## src/rtl/universal_reg.sv

```systemverilog
// Multi-mode register: hold, load, inc/dec (wrap or saturate), shift and rotate,
// with registered carry/shift-out, zero and saturation flags.
module universal_reg #(
  parameter int              WIDTH       = 16,
  parameter logic [WIDTH-1:0] RESET_VALUE = '0,
  parameter bit              SATURATE    = 1'b0
) (
  input  logic             clk,
  input  logic             reset,
  input  logic             clr,
  input  logic             en,
  input  logic [2:0]       mode,
  input  logic [WIDTH-1:0] in,
  input  logic             ser_in,
  output logic [WIDTH-1:0] out,
  output logic             co,
  output logic             zero,
  output logic             sat
);

  typedef enum logic [2:0] {
    MODE_HOLD = 3'b000,
    MODE_LOAD = 3'b001,
    MODE_INC  = 3'b010,
    MODE_DEC  = 3'b011,
    MODE_SHL  = 3'b100,
    MODE_SHR  = 3'b101,
    MODE_ROTL = 3'b110,
    MODE_ROTR = 3'b111
  } mode_t;

  logic [WIDTH-1:0] r_out;
  logic             r_co;
  logic             r_zero;
  logic             r_sat;

  logic [WIDTH:0]   w_inc;
  logic [WIDTH:0]   w_dec;
  logic [WIDTH-1:0] w_out_nxt;
  logic             w_co_nxt;
  logic             w_sat_nxt;

  // Bit WIDTH of the extended sum/difference is the carry or borrow.
  assign w_inc = {1'b0, r_out} + {{WIDTH{1'b0}}, 1'b1};
  assign w_dec = {1'b0, r_out} - {{WIDTH{1'b0}}, 1'b1};

  always_comb begin
    w_out_nxt = r_out;
    w_co_nxt  = r_co;
    w_sat_nxt = r_sat;
    case (mode_t'(mode))
      MODE_HOLD: begin
        w_out_nxt = r_out;
      end
      MODE_LOAD: begin
        w_out_nxt = in;
        w_co_nxt  = 1'b0;
        w_sat_nxt = 1'b0;
      end
      MODE_INC: begin
        w_co_nxt = w_inc[WIDTH];
        if (SATURATE && w_inc[WIDTH]) begin
          w_out_nxt = r_out;
          w_sat_nxt = 1'b1;
        end else begin
          w_out_nxt = w_inc[WIDTH-1:0];
          w_sat_nxt = 1'b0;
        end
      end
      MODE_DEC: begin
        w_co_nxt = w_dec[WIDTH];
        if (SATURATE && w_dec[WIDTH]) begin
          w_out_nxt = r_out;
          w_sat_nxt = 1'b1;
        end else begin
          w_out_nxt = w_dec[WIDTH-1:0];
          w_sat_nxt = 1'b0;
        end
      end
      MODE_SHL: begin
        w_out_nxt = {r_out[WIDTH-2:0], ser_in};
        w_co_nxt  = r_out[WIDTH-1];
        w_sat_nxt = 1'b0;
      end
      MODE_SHR: begin
        w_out_nxt = {ser_in, r_out[WIDTH-1:1]};
        w_co_nxt  = r_out[0];
        w_sat_nxt = 1'b0;
      end
      MODE_ROTL: begin
        w_out_nxt = {r_out[WIDTH-2:0], r_out[WIDTH-1]};
        w_co_nxt  = r_out[WIDTH-1];
        w_sat_nxt = 1'b0;
      end
      MODE_ROTR: begin
        w_out_nxt = {r_out[0], r_out[WIDTH-1:1]};
        w_co_nxt  = r_out[0];
        w_sat_nxt = 1'b0;
      end
      default: begin
        w_out_nxt = r_out;
      end
    endcase
  end

  // zero is registered from the same next value as out so both agree every cycle.
  always_ff @(posedge clk or posedge reset) begin
    if (reset) begin
      r_out  <= RESET_VALUE;
      r_co   <= 1'b0;
      r_sat  <= 1'b0;
      r_zero <= (RESET_VALUE == '0);
    end else if (clr) begin
      r_out  <= RESET_VALUE;
      r_co   <= 1'b0;
      r_sat  <= 1'b0;
      r_zero <= (RESET_VALUE == '0);
    end else if (en) begin
      r_out  <= w_out_nxt;
      r_co   <= w_co_nxt;
      r_sat  <= w_sat_nxt;
      r_zero <= (w_out_nxt == '0);
    end
  end

  assign out  = r_out;
  assign co   = r_co;
  assign zero = r_zero;
  assign sat  = r_sat;

endmodule

```

## config.mk

```make
export PLATFORM = sky130hd
export DESIGN_NAME = universal_reg
export DESIGN_NICKNAME = d
export VERILOG_FILES = /design/src/rtl/universal_reg.sv
export SDC_FILE = /design/constraint.sdc
export NUM_CORES = 1
export LEC_CHECK = 0
export ABC_AREA = 1
export BUFFER_PORTS_ARGS = -buffer_cell sky130_fd_sc_hd__buf_4
export CAP_MARGIN = 20
export CORE_ASPECT_RATIO = 1.1
export CORE_MARGIN = 5
export CORE_UTILIZATION = 30
export CTS_CLUSTER_DIAMETER = 40
export DETAILED_ROUTE_END_ITERATION = 8
export SETUP_SLACK_MARGIN = 0.4
export SLEW_MARGIN = 20
export SYNTH_ARGS = -nofsm -noshare
export SYNTH_HDL_FRONTEND = slang
export SYNTH_SLANG_ARGS = --single-unit
```

## constraint.sdc

```tcl
create_clock -name clk -period 1.8 [get_ports clk]
set_input_delay 0.36 -clock clk [delete_from_list [all_inputs] [get_ports clk]]
set_output_delay 0.36 -clock clk [all_outputs]
set_load 0.005 [all_outputs]
```

[Yosys cells after proc, flatten, opt, wreduce, memory -nomap -nowiden]
Cells that the tools add are included.
Storage, ports and cells
  output and inout port bits: 19
  input bits: 24
  register bits after elaboration: 19
  memory bits (writable): 0
  latch bits: 0
  memory bits (read-only): 0
  logic and storage cells: 34
  memories kept: 0
Cells by class
  shift-type cells: 0
  multipliers: 0
  equal/unequal tests: 7
  add/subtract/negate cells: 2
  magnitude comparators: 0
  reduce and logical (&&, ||, !) cells: 10
  bitwise logic cells: 0
  divide/modulo/power cells: 0
  muxes and demuxes: 11
Operators with widths (number)
  case mux 16 bit (8 select lines): 1
  two-way mux 16 bit: 2
  adder 16 x 1 -> 17 bit (second input constant): 1
  subtractor 16 x 1 -> 17 bit (second input constant): 1
  logical NOT 16 bit: 1
  == test 3 bit (second input constant): 4
  two-way mux 1 bit: 7
  OR reduction 7 bit: 1
  == test 3 x 2 -> 1 bit (second input constant): 2
  nonzero test 6 bit: 1
  case mux 1 bit (5 select lines): 1
  AND reduction 2 bit: 2
  nonzero test 2 bit: 2
  OR reduction 2 bit: 2
  == test 3 x 1 -> 1 bit (second input constant): 1
  logical NOT 3 bit: 1

[Logic depth before layout (Yosys ltp)]
Gate-level depths: netlist of run 1.
  word-level depth: 5
  depth in mapped cells: 14
  depth with buffers taken out: 14

[Least setup slack after synthesis of run 1]
OpenSTA, ideal clock, no wires.
  kind: flip-flop to flip-flop
  from: reg r_out[1], in the netlist out[1]
  to: reg r_zero, in the netlist zero
  data arrival time: 1.717 ns
  setup time: 0.060 ns
  clock period less this slack: 1.777 ns
  setup slack: 0.023 ns
  cell stages (with the launch flop): 13
  path through: dfrtp_1 > inv_1 > ha_1 > or2_2 > nand3_1 > nand3_1 > nand2_1 > nand2_1 > nor2_1 > nand3_1 > nor2_1 > nand3_1 > nand2_1
On the way
  cells in the longest elaborated chain, start to end: 5
  elaborated cells between the ends (all ways): 6
  classes of those cells: add/sub: 2; mux: 3; reduce/logical: 1
RTL lines
  from (decl): line 32  | logic [WIDTH-1:0] r_out;
  from (signal assigned): line 119  | r_out <= w_out_nxt;
  subtractor 16 x 1 -> 17 bit / adder 16 x 1 -> 17 bit (equally long branches): line 45, 44
  case mux 16 bit (8 select lines) *: line 51  | case (mode_t'(mode))
  logical NOT 16 bit *: line 122  | r_zero <= (w_out_nxt == '0);
  two-way mux 1 bit *: line 118  | end else if (en) begin
  two-way mux 1 bit *: line 113  | end else if (clr) begin
  to (signal assigned): line 112  | r_zero <= (RESET_VALUE == '0);
  to (signal assigned): line 117  | r_zero <= (RESET_VALUE == '0);
  to (signal assigned): line 122
  to (decl): line 34  | logic r_zero;
Mark *: on every way between the ends. The rest lies on a longest branch, timed or not. The select of a mux whose other input is x is not followed.
A chain may end at the register's enable or synchronous reset.

[Worst setup path after layout of run 1]
Same ends and word-level chain as after synthesis.

==> impl_results.md, run 1 <==
- Post-route ant nets: 0
- GP Congestion: 0.985
- Detailed Route WL: 9.60 mm
- Reg area: 462 sq um
- Net Sw Frac: 0.426
- Fin. Hold Viols: 0
- Seq/Total Area, Yosys: 0.195
- Synth-to-Final Area Change: 46.5%
- Cells after Synth: 401
- Final setup viols: 2
- Cts bufs inserted: 3
- Final Max Tran Viols: 0
- Combinational Power Share: 0.523
- N_diodes: 0
- Port-buffer cells: 41
- Synth top area cells: dfrtp_1 18%, nand2_1 18%, nand3_1 13%
- Core Area: 0.00751 sq mm
- Pwr Total: 0.00171 W
- Synthesized area per cell: 5.78 sq um
- Clock skew: 0.0154 ns
- DR DRC count: 0
- Clk buf depth: 2
- Worst slack, placed: -0.142 ns
- Critical path peak fanout: 7
- Crit path arrival time: 2.03 ns
- Die width: 93.8 um
- Period utilization: 1.01
- First-pass GRT wire length: 14.8 mm
- Failing checks: negative setup slack
- Wire per inst: 16.2 um
- Max-slew headroom: 0.451
- Gr ovfl total: 0
- Vias in the first global route: 2983
- Psw: 0.000726 W
- Crit end category: flop
- Top FF cell, synth: dfrtp_1
- H-tree Lvls: 1
- Post-synth EDFFs: 0
- Pleak: 1.67 nW
- Starting density of the core: 0.309
- Die height: 102 um
- Synth Cell Area: 0.00232 sq mm
- Largest net degree at the start of global routing: 16
- Synth warnings: 0
- Initial antenna violation count: 0
- Unrepaired setup endpoints after global routing: true
- Area of the multi-input gates: 0.00179 sq mm
- Internal: 0.000980 W
- Yosys cell types: 30
- Hold Crit Class: input pin to asynchronous set/reset pin
- Worst-margin pin slew: 0.822 ns
- Area leader, netlist: dfrtp_1
- Post-layout nets: 515
- Iteration-0 DRC Markers: 269
- Reg power frac: 0.284
- CP Class: flop to flop
- DP Wirelength: 7.19 mm
- Setup ws final: -0.0227 ns
- Layout cells sized above 1: 0.395
- Fill count: 844
- Vias post-DR: 3101
- Fmax: 0.549 GHz
- Max-Cap Viols: 0
- Power Density: 502 mW/mm^2
- Layout Cells excl Fill: 593
- Outcome: complete, but fails checks
- Root buffer cell: clkbuf_8
- Iteration count of the initial detailed-routing pass: 5
- Top-area cell type share of the netlist area: 0.183
- CTS tree: yes
- Post-Syn Nets: 427
- Die ar.: 0.00959 sq mm
- Via density per instance: 5.23
- Worst reg-to-reg path cell count: 13
- Sink Count: 18
- Worst setup SP type: flop
- Tmin final: 1.82 ns
- Clock transition at path regs: 0.09 ns
- # rows: 33
- Placed instance count: 574
- Data required time of the critical path: 2.01 ns
- Clk_lat worst skew: 0.27 ns
- Share of power burned in the clock network: 0.193
- Num ports: 43
- Post-CTS Hold Buffers: 0
- Flops & latches, synth: 18
- Worst ir drop on vdd: 0.000274 V
- Minimum hold slack: 0.0383 ns
- Total Routing Usage GR: 0.196
- FFs w/ async S/R, synth: 1.00
-- cell type report --
type                       instances  area share
inverter                          45      0.0512
tap                              105      0.0387
sequential                        18       0.136
multi-input combinational        320       0.526
clock buffer                       4      0.0133
timing repair buffer             101       0.235
-- sequential cells by signal (all words and copies together), names as in the netlist --
signal,cells
out,16
co,1
zero,1
-- cells in the mapped netlist (2+ instances only) --
cell type    n
nor2_1      49
clkbuf_1     3
buf_4        6
nand2_4      2
inv_2        5
nor2_4       5
nor2_2       8
ha_1         2
nand2_2      8
buf_6        8
a21oi_1     14
nand4_1      7
o22ai_1     22
dfrtp_1     17
o21ai_0     21
o21ai_1      2
nand2_1    113
inv_1       40
nand3_1     58
-- per-layer routing --
metal	vias up	track usage	routed length, um	share of wire
met5	-	0	0	0
met4	0	0.0644	252	0.026
met1	1451	0.262	4110	0.43
met3	22	0.0206	619	0.064
met2	144	0.330	4620	0.48
li1	1484	-	-	-
-- placed cells by master (no fill, tap or decap), types with 2 or more instances in the layout --
cell	Yosys	final
nand2_1	113	100
buf_4	6	93
nand3_1	58	47
nor2_1	49	40
inv_1	40	38
nand2_2	8	19
o22ai_1	22	16
o21ai_0	21	15
a21oi_1	14	13
nor2_4	5	11
nor2_2	8	11
nand3_2	1	11
dfrtp_1	17	9
dfrtp_2	0	8
nand4_1	7	7
buf_6	8	7
o22ai_2	0	6
inv_2	5	5
nand2_4	2	4
o21ai_1	2	4
o21ai_2	0	4
clkbuf_8	0	3
inv_4	0	2
ha_4	0	2
-- critical path, stage by stage (launching register included) --
cell and delay, ns:
dfrtp_2 0.47, buf_4 0.16, nor2_4 0.11, nand2_2 0.09
nor2_4 0.18, buf_6 0.14, nand3_2 0.07, nand3_2 0.08
nand3_2 0.07, nand2_2 0.09, nand2_1 0.06, nor2_2 0.09
nand3_1 0.09, nand2_1 0.06
-- path summary, 6_finish.rpt --
path,start,slack (ns),to
hold reg to reg,co,0.57,co
max in group asynchronous,reset,1.22,out[9]
hold / removal,reset,0.04,out[2]
setup reg to reg,out[1],-0.02,zero
setup / recovery,out[1],-0.02,zero
min in group clk,clr,0.28,out[0]
-- what timing repair did --
item	in CTS	in global routing
buffers inserted	6	9
setup endpoints to repair	18	22
pin swaps	22	28
resized for setup	35	29
gates cloned	0	0
-- metrics by stage --
step	utilization	setup TNS (ns)	area, sq um
5_1_grt	0.452	-0.503	3400
3_3_place_gp	0.402	-0.147	3020
2_1_floorplan	-	0	2390
6_report	0.452	-0.0326	3400
4_1_cts	0.431	-0.0223	3240
3_5_place_dp	0.402	-0.146	3020
-- cells by family after synthesis --
logic type / after synthesis / synth area share
AO/OA/AOI/OAI: 62 / 0.149
adder cells (fa/ha/maj): 2 / 0.0108
buffers and inverters: 63 / 0.138
flip-flops: 18 / 0.195
other: 1 / 0.00162
AND/OR/NAND/NOR: 255 / 0.506
-- power groups by stage --
stage          clock network [W]  registers [W]  logic (W)
6_report                0.000329       0.000485   0.000892
2_1_floorplan                  0       0.000475   0.000469
5_1_grt                 0.000357       0.000490   0.000969
3_5_place_dp                   0       0.000489   0.000746
3_3_place_gp                   0       0.000489   0.000743
4_1_cts                 0.000334       0.000485   0.000804
(Power assumes the default switching activity.)
==> run 2: changes to the inputs <==
--- a/config.mk
+++ b/config.mk
@@ -8,11 +8,12 @@
 export ABC_AREA = 1
 export BUFFER_PORTS_ARGS = -buffer_cell sky130_fd_sc_hd__buf_4
 export CAP_MARGIN = 20
-export CORE_ASPECT_RATIO = 1.1
 export CORE_MARGIN = 5
 export CORE_UTILIZATION = 30
 export CTS_CLUSTER_DIAMETER = 40
 export DETAILED_ROUTE_END_ITERATION = 8
+export GPL_ROUTABILITY_DRIVEN = 0
+export MAX_ROUTING_LAYER = met4
 export SETUP_SLACK_MARGIN = 0.4
 export SLEW_MARGIN = 20
 export SYNTH_ARGS = -nofsm -noshare
==> run 2 against run 1 <==
The flow still finishes with violations (negative setup slack). Largest cell class unchanged. Sequential power is 2% higher. Hold slack better by 0.040 ns. Non-clock buffer count is 13 higher.
==> impl_results.md, run 2 (same netlist as run 1, synthesis figures left out) <==
- Layout cells sized above 1: 0.433
- Fmax: 0.537 GHz
- Setup TNS: -0.0618 ns
- Total Routing Usage GR: 0.200
- Commonest non-fill, non-tap cells in the layout: 102 x nand2_1, 98 x buf_4, 42 x nand3_1
- Die width: 97.9 um
- Vias post-DR: 3159
- Worst reg-to-reg path cell count: 13
- Most frequent cell on the critical path: nand2_1
- First-pass GRT wire length: 15.2 mm
- Wire per inst: 16.1 um
- Worst setup SP type: flop
- Largest stage delay on the critical path: 0.49 ns
- Die height: 97.9 um
- Iteration-0 DRC Markers: 311
- Port-buffer cells: 41
- Clock transition at path regs: 0.08 ns
- Initial antenna violation count: 0
- Area after DPL: 0.00304 sq mm
- Tmin final: 1.86 ns
- Post-layout nets: 528
- Launching point of the worst reg2reg path: out[1]
- Core Area: 0.00761 sq mm
- Vias in the first global route: 2985
- Detailed Route WL: 9.72 mm
- Via density per instance: 5.24
- Area of the multi-input gates: 0.00184 sq mm
- DP Wirelength: 7.04 mm
- WP buf/inv: 1
- Max-Cap Viols: 0
- Root buffer cell: clkbuf_8
- Post-route ant nets: 0
- N_diodes: 0
- Worst ir drop on vdd: 0.000300 V
- Clock skew: 0.00220 ns
- Largest net degree at the start of global routing: 17
- DR DRC count: 0
- Worst-path cell chain: ha_4 -> nand2_4 -> nor2_4 -> buf_4 -> nand3_4 -> nand2_1 -> a21oi_1 -> nand2_1 -> nand2_2 -> nand3_2 -> nor2_1 -> nand3_1 -> nand2_1
- Power Density: 498 mW/mm^2
- Crit path arrival time: 2.08 ns
- Reg2Reg Capture Point: zero
- Pleak: 1.78 nW
- Num ports: 43
- Reg area: 463 sq um
- Crit end category: flop
- # rows: 32
- Period utilization: 1.03
- Cts bufs inserted: 3
- Sink Count: 18
- Critical path peak fanout: 7
- Die ar.: 0.00959 sq mm
- Cell family with most CP delay: simple AND/OR/NAND/NOR gates
- Outcome: complete, but fails checks
- CP Class: flop to flop
- Unrepaired setup endpoints after global routing: true
- Clk buf depth: 2
- CTS tree: yes
- Starting density of the core: 0.305
- Iteration count of the initial detailed-routing pass: 5
- R2R Setup Slk: -0.06 ns
- Failing checks: negative setup slack
- Hold Crit Class: input pin to asynchronous set/reset pin
- Final Max Tran Viols: 0
- H-tree Lvls: 1
- Design area: 0.00358 sq mm
- Fin. Hold Viols: 0
- Most common cell after layout, fill and taps aside: nand2_1
- Fill count: 797
- Clk_lat worst skew: 0.27 ns
- Synth-to-Final Area Change: 54.5%
- Setup ws final: -0.0618 ns
- CP max stage cell: dfrtp_2
- Final setup viols: 1
- Gr ovfl total: 0
- Data required time of the critical path: 2.02 ns
- Max reg flops: 16
==> run 2: cell types whose count changed in the layout (fill, tap and decap cells not counted), sizes merged <==
| cell | delta |
|---|---|
| buf | +13 |
==> run 2: area by class of cell <==
type,count,area share
Tap cell,102,0.0356
Multi-Input combinational cell,320,0.513
Inverter,45,0.0486
Sequential cell,18,0.129
Clock buffer,4,0.0154
Timing Repair Buffer,114,0.258
==> run 2: per-stage QoR <==
step / util / instances / worst slack (ns) / hold slack (ns) / total power [W]
2_1_floorplan: - / 401 / 0.194 / 0.298 / 0.000945
3_3_place_gp: 0.400 / 574 / -0.153 / 0.384 / 0.00123
3_5_place_dp: 0.400 / 574 / -0.157 / 0.383 / 0.00123
4_1_cts: 0.435 / 594 / 0.0353 / 0.0903 / 0.00168
5_1_grt: 0.471 / 603 / -0.151 / 0.104 / 0.00189
6_report: 0.471 / 603 / -0.0618 / 0.0784 / 0.00178
==> run 2: how the worst max path moves through the flow <==
stage | startpoint | endpoint | slack (ns) | cells past startpoint
floorplan | out[1] | zero | 0.19 | 12
global placement | out[2] | zero | -0.15 | 10
detailed placement | out[2] | zero | -0.16 | 10
CTS | out[1] | zero | 0.04 | 11
global route | out[1] | zero | -0.15 | 13
finish | out[1] | zero | -0.06 | 13
==> run 2: worst register-to-register path: cells and delay by family (launching register included) <==
| family | cells | cell delay [ns] |
|---|---|---|
| AOI/OAI and AO/OA | 1 | 0.12 |
| adders and majority gates | 1 | 0.20 |
| buffers and inverters | 1 | 0.14 |
| DFF | 1 | 0.49 |
| and+or+nand+nor | 10 | 0.89 |
==> run 2: per-layer routing <==
metal	track usage	part of all wire
met5	-	0
met4	0.0543	0.019
met1	0.256	0.41
met2	0.327	0.49
met3	0.0321	0.086
==> run 2: power by group <==
part | leakage, nW | internal (W) | switching [W]
Clock | 0.0288 | 0.000195 | 0.000172
Sequential | 0.228 | 0.000433 | 0.0000601
Combinational | 1.52 | 0.000418 | 0.000505
==> run 2: what timing repair did <==
| item | 4_1_cts | 5_1_grt |
|---|---|---|
| endpoints found under the setup margin | 20 | 24 |
| hold endpoints to repair | 0 | 0 |
| hold buffers | 0 | 0 |
| pin swaps | 15 | 28 |
| resized for setup | 27 | 57 |
| buffers inserted | 16 | 9 |
==> run 3: changes to the inputs <==
--- a/config.mk
+++ b/config.mk
@@ -8,12 +8,13 @@
 export ABC_AREA = 1
 export BUFFER_PORTS_ARGS = -buffer_cell sky130_fd_sc_hd__buf_4
 export CAP_MARGIN = 20
-export CORE_MARGIN = 5
+export CORE_MARGIN = 2
 export CORE_UTILIZATION = 30
 export CTS_CLUSTER_DIAMETER = 40
 export DETAILED_ROUTE_END_ITERATION = 8
 export GPL_ROUTABILITY_DRIVEN = 0
 export MAX_ROUTING_LAYER = met4
+export PLACE_DENSITY_LB_ADDON = 0.1
 export SETUP_SLACK_MARGIN = 0.4
 export SLEW_MARGIN = 20
 export SYNTH_ARGS = -nofsm -noshare
==> constraint.sdc (replaced) <==
create_clock -name clk -period 1.95 [get_ports clk]
set_input_delay 0.39 -clock clk [delete_from_list [all_inputs] [get_ports clk]]
set_output_delay 0.39 -clock clk [all_outputs]
set_load 0.005 [all_outputs]
==> run 3 against run 2 <==
The run now ends clean. Flip-flop and latch count did not move. Register-to-register slack better by 0.23 ns. Total power shrank 17%. First-iteration DRC count fell by 33%. Critical path type unchanged. Largest power group unchanged.
==> impl_results.md, run 3 (same netlist as run 1, synthesis figures left out) <==
- Gr ovfl total: 0
- Wl on met1: 4.21 mm
- Most common cell after layout, fill and taps aside: nand2_1
- Iteration count of the initial detailed-routing pass: 5
- Psw: 0.000630 W
- DR DRC count: 0
- Worst slack, placed: 0.00710 ns
- Via density per instance: 5.09
- Core Area: 0.00761 sq mm
- CTS tree: yes
- Power Density: 470 mW/mm^2
- Wire per inst: 16.2 um
- Initial antenna violation count: 0
- First-pass GRT wire length: 14.8 mm
- Internal: 0.000855 W
- Worst-path cell chain: ha_2 -> nand2_2 -> nor2_4 -> nand2_2 -> inv_1 -> nand4_1 -> nand3_1 -> nand2_1 -> nand2_2 -> nand3_1 -> nor2_2 -> nand3_1 -> nand2_1
- Largest stage delay on the critical path: 0.44 ns
- Port-buffer cells: 41
- Fin. Hold Viols: 0
- DR WL met2: 4.30 mm
- Num ports: 43
- Post-layout nets: 495
- Die height: 91.9 um
- Worst-margin pin slew: 0.777 ns
- Final setup viols: 0
- CP Class: flop to flop
- Fmax: 0.560 GHz
- Clk buf depth: 2
- Combinational Power Share: 0.499
- Vias post-DR: 2900
- Minimum hold slack: 0.150 ns
- Cell family with most CP delay: simple AND/OR/NAND/NOR gates
- H-tree Lvls: 1
- Post-route ant nets: 0
- Cts bufs inserted: 3
- Iteration-0 DRC Markers: 209
- WP buf/inv: 1
- Highest Signal Layer: met4
- # rows: 32
- Period utilization: 0.916
- Met3 routed WL: 616 um
- Reg power frac: 0.303
- Die ar.: 0.00845 sq mm
- Clock transition at path regs: 0.08 ns
- Worst ir drop on vdd: 0.000212 V
- Root buffer cell: clkbuf_8
- Outcome: complete, no violations
- Max-Cap Viols: 0
- Sink Count: 18
- Setup ws final: 0.164 ns
- Layout cells sized above 1: 0.346
- Clk_lat worst skew: 0.26 ns
- Pleak: 1.57 nW
- Worst setup SP type: flop
- Crit end category: flop
- Setup TNS: 0 ns
- Clock skew: 0.00274 ns
- Vias in the first global route: 2772
- Share of power burned in the clock network: 0.198
- Detailed Route WL: 9.22 mm
- Data required time of the critical path: 2.16 ns
- N_diodes: 0
- Final Max Tran Viols: 0
- Area after DPL: 0.00286 sq mm
- Unrepaired setup endpoints after global routing: true
- DP Wirelength: 7.05 mm
- Commonest non-fill, non-tap cells in the layout: 110 x nand2_1, 78 x buf_4, 46 x nand3_1
- Starting density of the core: 0.305
- Die width: 91.9 um
- Design area: 0.00316 sq mm
- Hold Crit Class: input pin to asynchronous set/reset pin
- Synth-to-Final Area Change: 36.2%
- Crit path arrival time: 2.00 ns
- Tmin final: 1.79 ns
- Critical path peak fanout: 4
- Max-slew headroom: 0.480
- Fill count: 856
- Max reg flops: 16
- Total Routing Usage GR: 0.229
- Net Sw Frac: 0.424
- CP max stage cell: dfrtp_2
- Largest net degree at the start of global routing: 19
==> run 3: cell count changes in the layout (fill, tap and decap cells not counted), moves of 4 or more <==
cell and delta:
buf_4 -20, buf_6 -14, nand2_1 +8, nand2_2 -6, o22ai_1 +5, nand3_1 +4, nor2_2 +4, nor2_4 -4
o22ai_2 -4
==> run 3: final timing paths <==
check,from,to,slack [ns],depth (start not counted)
hold reg to reg,co,co,0.57,2
setup / recovery,out[1],zero,0.16,13
min in group clk,clr,out[0],0.30,2
hold / removal,reset,out[13],0.15,3
max in group asynchronous,reset,zero,1.53,3
setup reg to reg,out[1],zero,0.16,13
==> run 3: power by group through the flow <==
stage                     clock, W  combinational, W  sequential, W
after floorplan                  0          0.000427       0.000435
after global placement           0          0.000654       0.000456
after detailed placement         0          0.000647       0.000454
after CTS                 0.000304          0.000693       0.000448
after global routing      0.000316          0.000815       0.000456
final                     0.000294          0.000741       0.000451
==> run 3: worst register-to-register path, cell delays in order, from the launching register on <==
cell	delay, ns
dfrtp_2	0.44
ha_2	0.21
nand2_2	0.10
nor2_4	0.13
nand2_2	0.09
inv_1	0.06
nand4_1	0.09
nand3_1	0.11
nand2_1	0.07
nand2_2	0.10
nand3_1	0.09
nor2_2	0.12
nand3_1	0.07
nand2_1	0.06
==> run 3: metrics by stage <==
stage / power (W) / std cells / utilization
final: 0.00149 / 570 / 0.415
after global routing: 0.00159 / 570 / 0.415
after CTS: 0.00145 / 567 / 0.397
after detailed placement: 0.00110 / 555 / 0.376
after global placement: 0.00111 / 555 / 0.376
after floorplan: 0.000862 / 401 / -
==> run 3: timing repair <==
| action | 4_1_cts | 5_1_grt |
|---|---|---|
| hold buffers | 0 | 0 |
| setup buffers | 8 | 3 |
| pin swaps | 7 | 11 |
| setup endpoints to repair | 12 | 14 |
| resized for setup | 19 | 31 |
==> run 3: cell type report <==
class	instances	area [sq um]	share of cell area
multi-input combinational	320	1710	0.541
timing repair buffer	81	637	0.202
sequential	18	463	0.147
inverter	45	176	0.0559
tap	102	128	0.0404
clock buffer	4	45.0	0.0143
==> run 3: metal layers <==
layer,vias to the layer above,global-route usage
li1,1446,-
met5,-,-
met2,124,0.360
met1,1320,0.314
met4,0,0.0473
met3,10,0.0345
